--- config.mk ---
export PLATFORM = sky130hd
export DESIGN_NAME = seg7_score_reader
export DESIGN_NICKNAME = d
export VERILOG_FILES = /design/src/rtl/seg7_pkg.sv /design/src/rtl/seg7_score_reader_decode.sv /design/src/rtl/seg7_score_reader.sv
export SDC_FILE = /design/constraint.sdc
export NUM_CORES = 1
export LEC_CHECK = 0
export ABC_AREA = 1
export BUFFER_PORTS_ARGS = -buffer_cell sky130_fd_sc_hd__buf_2
export CORE_MARGIN = 3
export CORE_UTILIZATION = 55
export CTS_CLUSTER_SIZE = 12
export DETAILED_ROUTE_END_ITERATION = 8
export HOLD_SLACK_MARGIN = 0.06
export PLACE_DENSITY = 0.84
export SLEW_MARGIN = 20
export SYNTH_ARGS = -nofsm -noshare
export SYNTH_HDL_FRONTEND = slang
export SYNTH_SLANG_ARGS = --single-unit
--- constraint.sdc ---
create_clock -name clk -period 4.5 [get_ports clk]
set_clock_uncertainty 0.1 [all_clocks]
set_input_delay 0.45 -clock clk [delete_from_list [all_inputs] [get_ports clk]]
set_output_delay 0.45 -clock clk [all_outputs]
set_load 0.01 [all_outputs]
--- src/rtl/seg7_pkg.sv ---
// Shared constants and types for the 7-segment score reader.
// Patterns are active-low with bit order g f e d c b a (bit6..bit0).
package seg7_pkg;

    localparam logic [6:0] SEG_0     = 7'b1000000;
    localparam logic [6:0] SEG_1     = 7'b1111001;
    localparam logic [6:0] SEG_2     = 7'b0100100;
    localparam logic [6:0] SEG_3     = 7'b0110000;
    localparam logic [6:0] SEG_4     = 7'b0011001;
    localparam logic [6:0] SEG_5     = 7'b0010010;
    localparam logic [6:0] SEG_6     = 7'b0000010;
    localparam logic [6:0] SEG_7     = 7'b1111000;
    localparam logic [6:0] SEG_8     = 7'b0000000;
    localparam logic [6:0] SEG_9     = 7'b0010000;
    localparam logic [6:0] SEG_BLANK = 7'b1111111;

    localparam logic [3:0] MAX_TENS  = 4'd3;
    localparam logic [6:0] MAX_VALUE = 7'd31;

    typedef enum logic [1:0] {
        S_UNITS = 2'd0,
        S_TENS  = 2'd1,
        S_EVAL  = 2'd2
    } state_t;

endpackage

--- src/rtl/seg7_score_reader_decode.sv ---
// Combinational decode of one active-low segment pattern to a BCD digit.
// A blank pattern is only legal where allow_blank is set and reads as 0.
module seg7_digit_decode
    import seg7_pkg::*;
(
    input  logic [6:0] code,
    input  logic       allow_blank,
    output logic [3:0] digit,
    output logic       ok
);

    always_comb begin
        digit = 4'd0;
        ok    = 1'b1;
        case (code)
            SEG_0:     digit = 4'd0;
            SEG_1:     digit = 4'd1;
            SEG_2:     digit = 4'd2;
            SEG_3:     digit = 4'd3;
            SEG_4:     digit = 4'd4;
            SEG_5:     digit = 4'd5;
            SEG_6:     digit = 4'd6;
            SEG_7:     digit = 4'd7;
            SEG_8:     digit = 4'd8;
            SEG_9:     digit = 4'd9;
            SEG_BLANK: ok    = allow_blank;
            default:   ok    = 1'b0;
        endcase
    end

endmodule

--- src/rtl/seg7_score_reader.sv ---
// Recovers a 0..31 score from a multiplexed two-digit 7-segment stream and
// only publishes it after STABLE_FRAMES consecutive identical good frames.
module seg7_score_reader
    import seg7_pkg::*;
#(
    parameter int STABLE_FRAMES = 3
) (
    input  logic       clk,
    input  logic       rst,
    input  logic       seg_valid,
    input  logic       seg_digit,
    input  logic [6:0] seg_code,
    output logic [4:0] value,
    output logic       value_valid,
    output logic       locked,
    output logic       frame_err
);

    localparam int             CW      = $clog2(STABLE_FRAMES + 1);
    localparam logic [CW-1:0]  CNT_MAX = CW'(STABLE_FRAMES);
    localparam logic [CW-1:0]  CNT_ONE = CW'(1);

    state_t        state;
    state_t        state_n;
    logic          cap_units;
    logic          cap_tens;
    logic          do_eval;

    logic [3:0]    dec_digit;
    logic          dec_ok;

    logic [3:0]    units_d;
    logic          units_ok;
    logic [3:0]    tens_d;
    logic          tens_ok;
    logic [CW-1:0] cnt;
    logic [4:0]    cand;

    logic [6:0]    sum;
    logic          frame_bad;
    logic [CW-1:0] cnt_n;
    logic [4:0]    cand_n;
    logic          confirm;

    // Tens strobes are the only place a blank pattern is acceptable.
    seg7_digit_decode u_decode (
        .code        (seg_code),
        .allow_blank (seg_digit),
        .digit       (dec_digit),
        .ok          (dec_ok)
    );

    always_ff @(posedge clk) begin
        if (rst) begin
            state <= S_UNITS;
        end else begin
            state <= state_n;
        end
    end

    always_comb begin
        state_n = state;
        case (state)
            S_UNITS: if (seg_valid && !seg_digit) state_n = S_TENS;
            S_TENS:  if (seg_valid && seg_digit)  state_n = S_EVAL;
            S_EVAL:  state_n = (seg_valid && !seg_digit) ? S_TENS : S_UNITS;
            default: state_n = S_UNITS;
        endcase
    end

    // A units strobe is taken in every state: it starts, restarts or
    // pipelines the next frame behind the evaluation cycle.
    always_comb begin
        cap_units = 1'b0;
        cap_tens  = 1'b0;
        do_eval   = 1'b0;
        case (state)
            S_UNITS: cap_units = seg_valid && !seg_digit;
            S_TENS: begin
                cap_units = seg_valid && !seg_digit;
                cap_tens  = seg_valid && seg_digit;
            end
            S_EVAL: begin
                cap_units = seg_valid && !seg_digit;
                do_eval   = 1'b1;
            end
            default: ;
        endcase
    end

    always_comb begin
        sum       = 7'(tens_d) * 7'd10 + 7'(units_d);
        frame_bad = !units_ok || !tens_ok || (tens_d > MAX_TENS) || (sum > MAX_VALUE);
        cand_n    = cand;
        cnt_n     = cnt;
        if (sum == {2'b00, cand}) begin
            cnt_n = (cnt == CNT_MAX) ? cnt : cnt + CNT_ONE;
        end else begin
            cand_n = sum[4:0];
            cnt_n  = CNT_ONE;
        end
        confirm = do_eval && !frame_bad && (cnt_n == CNT_MAX) &&
                  (!locked || (cand_n != value));
    end

    always_ff @(posedge clk) begin
        if (rst) begin
            units_d     <= 4'd0;
            units_ok    <= 1'b0;
            tens_d      <= 4'd0;
            tens_ok     <= 1'b0;
            cnt         <= '0;
            cand        <= 5'd0;
            value       <= 5'd0;
            value_valid <= 1'b0;
            locked      <= 1'b0;
            frame_err   <= 1'b0;
        end else begin
            value_valid <= 1'b0;
            frame_err   <= 1'b0;
            if (cap_units) begin
                units_d  <= dec_digit;
                units_ok <= dec_ok;
            end
            if (cap_tens) begin
                tens_d  <= dec_digit;
                tens_ok <= dec_ok;
            end
            if (do_eval) begin
                if (frame_bad) begin
                    frame_err <= 1'b1;
                    cnt       <= '0;
                end else begin
                    cnt  <= cnt_n;
                    cand <= cand_n;
                end
            end
            if (confirm) begin
                value       <= cand_n;
                value_valid <= 1'b1;
                locked      <= 1'b1;
            end
        end
    end

endmodule

# Yosys cells after proc, flatten, opt, wreduce, memory -nomap -nowiden
# Cells that the tools add are included.
# totals
register_bits	27
inputBits	11
output_inout_bits	8
word_cells	72
# classes
bitwise_logic	2
n_eq_ne	18
reduce_logical	21
multipliers	1
muxes	15
n_addsub	2
order_cmp	2
# op_table
operator	n
one-hot mux 4 bit (9 select lines)	1
== test 7 bit (second input constant)	4
== test 7 x 5 -> 1 bit (second input constant)	3
== test 7 x 6 -> 1 bit (second input constant)	2
2-to-1 mux 2 bit	5
OR reduction 10 bit	1
adder 7 x 4 -> 7 bit	1
== test 7 x 2 -> 1 bit (second input constant)	1
== test 7 x 5 -> 1 bit	1
> comparator 7 x 5 -> 1 bit (second input constant)	1
zero test 7 bit	1
== test 2 bit (second input constant)	3
multiplier 4 x 3 -> 6 bit (second input constant)	1
2-to-1 mux 1 bit	6
one-hot mux 2 bit (3 select lines)	1
logical AND 1 bit	5
zero test 1 bit	5
2-to-1 mux 5 bit	1
!= test 5 bit	1
> comparator 4 x 2 -> 1 bit (second input constant)	1
logical OR 1 bit	4
!= test 2 bit (second input constant)	2
AND reduction 2 bit	2
OR reduction 3 bit	1
6 further kinds	7

# Longest topological paths before layout
# depth
ltp_word	9
ltp_mapped	15
ltp_nobuf	15

# Modules after synthesis
# From an unflattened synthesis, not the netlist that was laid out.
# unflattened
cells_unflattened	258
area_unflattened_um2	1720.4
# by_module_without_submodules
mod	cells_each	instances	seq_area_each_um2	area_each_um2
seg7_score_reader	203	1	540.5	1470.2
seg7_digit_decode	55	1	0.0	250.2

# Worst setup path after synthesis
# OpenSTA, ideal clock, no wires.
# synth_timing
path_kind	register to register
from	reg tens_d[3]
to	reg value[1]
n_path_buf	0
stages_incl_launch_ff	15
setup_time_ps	113
arrival_ps	2347
period_less_slack_ps	2560
slack_ps	1940
required_time_ps	4287
path_cell_list	dfxtp_1 -> ha_1 -> ha_1 -> inv_1 -> fa_1 -> nor2_2 -> nand3_1 -> nand3_1 -> nand3_1 -> inv_1 -> nand3_1 -> nor2_1 -> nand4_1 -> nor2_1 -> nor2_1
# synth_between
elab_chain_cells	8
elab_cells_between_ends	16
classes_between	add/sub (1); mul (1); order compare (2); eq/ne (3); mux (2); reduce/logical (7)
# synth_lines
element	line	rtl
start, declared	seg7_score_reader.sv:34	logic [3:0] tens_d;
start signal, assigned	seg7_score_reader.sv:126	tens_d <= dec_digit;
multiplier 4 x 3 -> 6 bit	seg7_score_reader.sv:92	sum = 7'(tens_d) * 7'd10 + 7'(units_d);
adder 7 x 4 -> 7 bit	seg7_score_reader.sv:92	
> comparator 7 x 5 -> 1 bit	seg7_score_reader.sv:93	frame_bad = !units_ok || !tens_ok || (tens_d > MAX_TENS) || (sum > MAX_VALUE);
logical OR 1 bit	seg7_score_reader.sv:93	
zero test 1 bit	seg7_score_reader.sv:102	confirm = do_eval && !frame_bad && (cnt_n == CNT_MAX) &&
logical AND 1 bit (3 in a row)	seg7_score_reader.sv:102	
end signal, assigned	seg7_score_reader.sv:139	value <= cand_n;
end, declared	seg7_score_reader.sv:13	output logic [4:0] value,
# Several ways; a longest one is shown, not always the timed one.
# A chain may end at the register's enable or synchronous reset.

# Worst setup path after layout
# Ends and elaborated chain as after synthesis.

==> impl_metrics.env <==
export IMPL_syn_area_per_cell_um2=6.57
export IMPL_max_slew_worst_pin_slew_ns=0.629
export IMPL_syn_num_nets=275
export IMPL_start_kind="register"
export IMPL_r2r_start="tens_d[3]"
export IMPL_clock_sinks=27
export IMPL_rows=19
export IMPL_cp_num_cells=14
export IMPL_diodes=0
export IMPL_path_common_cell="nand3_1"
export IMPL_clkTransAtPathRegs_ns=0.15
export IMPL_slowest_stage="dfxtp_1"
export IMPL_drc=0
export IMPL_ir_worst_vdd_mv=0.228
export IMPL_nets=296
export IMPL_r2r_cells=14
export IMPL_clk_latency_ns=0.34
export IMPL_period_share=0.633
export IMPL_setup_viol=0
export IMPL_period_minus_slack_ns=2.85
export IMPL_path_cells="ha_1, ha_1, inv_1, fa_1, nor2_2, nand3_1, nand3_1, nand3_1, inv_1, nand3_1, nor2_1, nand4_1, nor2_1, nor2_1"
export IMPL_die_w_um=61.2
export IMPL_grt_overflow=0
export IMPL_cts_resized=0
export IMPL_drv_cap=0
export IMPL_wl_um=3430
export IMPL_slew_violations=0
export IMPL_postRouteAntennaNets=0
export IMPL_cp_end_kind="register"
export IMPL_start_util=0.592
export IMPL_maxClockFrequency_mhz=351
export IMPL_holdCritStartpoint="seg_valid"
export IMPL_hp_class="in -> reg"
export IMPL_cts_max_level=1
export IMPL_power_density_nw_per_um2=232
export IMPL_ys_ff_latch=27
export IMPL_r2r_slack_ns=1.65
export IMPL_yosys_warnings=0
export IMPL_drt_initial_drc_count=94
export IMPL_via_per_inst=5.30
export IMPL_routedWlPerCell_um=11.2
export IMPL_status="finished clean"
export IMPL_vias=1622
export IMPL_grt_usage=0.213
export IMPL_ys_types=23
export IMPL_firstDrtPassIters=4
export IMPL_cts_buffer_depth=2
export IMPL_critPathKind="reg -> reg"
export IMPL_hpwl_um=2700
export IMPL_path_delay_family="simple AND/OR/NAND/NOR gates"
export IMPL_cts_buffers=3
export IMPL_ctsRootBufferMaster="clkbuf_4"
export IMPL_synth_edf_count=0
export IMPL_holdPathStages=4
export IMPL_grt_pass1_vias=1416
export IMPL_grt_max_degree=18
export IMPL_fp_coreArea_um2=2830
export IMPL_antenna_found_initial=0
export IMPL_leakagePower_nw=0.941
export IMPL_cts_tree="done"
export IMPL_syn_inst=255
export IMPL_syn_cell_area_um2=1680
export IMPL_grt_pass1_wl_um=6080
export IMPL_max_stage_delay_ns=0.47
export IMPL_power_w=0.000424
export IMPL_io_pins=19
export IMPL_port_buffers=18
export IMPL_crit_fanout=5
export IMPL_fin_setup_tns_ns=0
export IMPL_slew_headroom=0.576
export IMPL_cp_arrival_ns=3.00
export IMPL_critPathRequiredTime_ns=4.66
export IMPL_r2r_end="value[1]"
export IMPL_area_growth_syn_to_layout_pct=9.11
export IMPL_ys_seq_area_frac=0.323
export IMPL_final_hold_viol_count=0
export IMPL_synth_flop_cell="dfxtp_1"
export IMPL_worst_path_buf_inv=2
export IMPL_place_congestion=0.840
export IMPL_holdPathEnd="state[0]"
export IMPL_rsz0062_at_grt="false"
export IMPL_holdBufCountCts=0
export IMPL_drive_gt1_frac=0.105
export IMPL_async_reset_ff_frac=0
export IMPL_cts_setup_buffers=0
export IMPL_die_h_um=61.2
export IMPL_die_area_um2=3740
==> synth_stat cells (2+ instances only) <==
master,count,area share
clkbuf_1,2,0.0045
nor2_1,32,0.072
a31oi_1,2,0.0075
o211ai_1,2,0.0090
ha_1,7,0.052
nand4_1,7,0.026
a21oi_1,14,0.042
o21ai_0,13,0.039
a211oi_1,3,0.013
inv_1,47,0.11
nor2_2,2,0.0075
nand2_1,55,0.12
dfxtp_1,27,0.32
fa_1,2,0.024
xnor2_1,3,0.016
nand3_1,28,0.084
nor3_1,3,0.0090
==> area by class of cell <==
cell class / instances / area (um^2)
Tap cell: 31 / 38.8
Clock inverter: 1 / 8.76
Sequential cell: 27 / 541
Fill cell: 273 / 1000
Multi-Input combinational cell: 178 / 947
Inverter: 48 / 180
Timing Repair Buffer: 18 / 90.1
Clock buffer: 3 / 22.5
==> tightest hold or removal path, stage by stage <==
cell and delay, ns:
buf_2 0.09, inv_1 0.04, nand2_1 0.06, a21oi_1 0.06
==> metrics by stage <==
stage	area [um^2]	std cells	hold slack [ns]	utilization	setup slack, ns
global route	1830	306	0.300	0.646	1.41
CTS	1830	306	0.268	0.646	1.68
finish	1830	306	0.284	0.646	1.65
detailed placement	1800	302	0.377	0.635	1.72
global placement	1800	302	0.370	0.635	1.72
floorplan	1680	255	0.354	-	1.94
==> report_power, final <==
group	internal, W	switching [W]
Combinational	0.0000212	0.0000407
Clock	0.0000364	0.0000783
Sequential	0.000244	0.00000348
Total	0.000301	0.000122
==> registers in the layout, indices dropped and copies added, names as in the netlist <==
name	cells
cand	5
value	5
tens_d	4
units_d	4
cnt	2
state	2
frame_err	1
locked	1
tens_ok	1
units_ok	1
value_valid	1
==> how the worst max path moves through the flow <==
| stage | from | to |
|---|---|---|
| CTS | tens_d[3] | value[1] |
| floorplan | tens_d[3] | value[1] |
| detailed placement | tens_d[3] | value[1] |
| global placement | tens_d[3] | value[1] |
| global route | tens_d[3] | value[3] |
| finish | tens_d[3] | value[1] |
==> kinds of logic after synthesis <==
| logic type | synth area share |
|---|---|
| adders and majority gates | 0.0762 |
| AOI/OAI and AO/OA | 0.111 |
| xor gates and xnor gates | 0.0209 |
| and+or+nand+nor | 0.358 |
| buffers and inverters | 0.112 |
| DFF | 0.323 |
==> cells in the final DEF, fill, tap and decap left out, drive strengths merged <==
cell / netlist / layout
clkbuf: 2 / 3
xnor2: 3 / 3
buf: 0 / 18
nand2: 55 / 55
nor3: 4 / 4
o211ai: 2 / 2
fa: 2 / 2
o21ai: 13 / 13
a211oi: 3 / 3
ha: 7 / 7
nand4: 8 / 8
inv: 48 / 49
nor4: 1 / 1
a31oi: 2 / 2
a21oi: 14 / 14
xor2: 1 / 1
nand3: 28 / 28
dfxtp: 27 / 27
nor2: 35 / 35
==> layer usage <==
layer  GRT usage  vias up  wire (um)
li1            -      872          -
met4      0.0619        0         40
met3      0.0398        4        150
met1       0.285      708       1680
met5           0        -          0
met2       0.350       38       1560
Note: power is estimated with default switching activity, not from simulation.
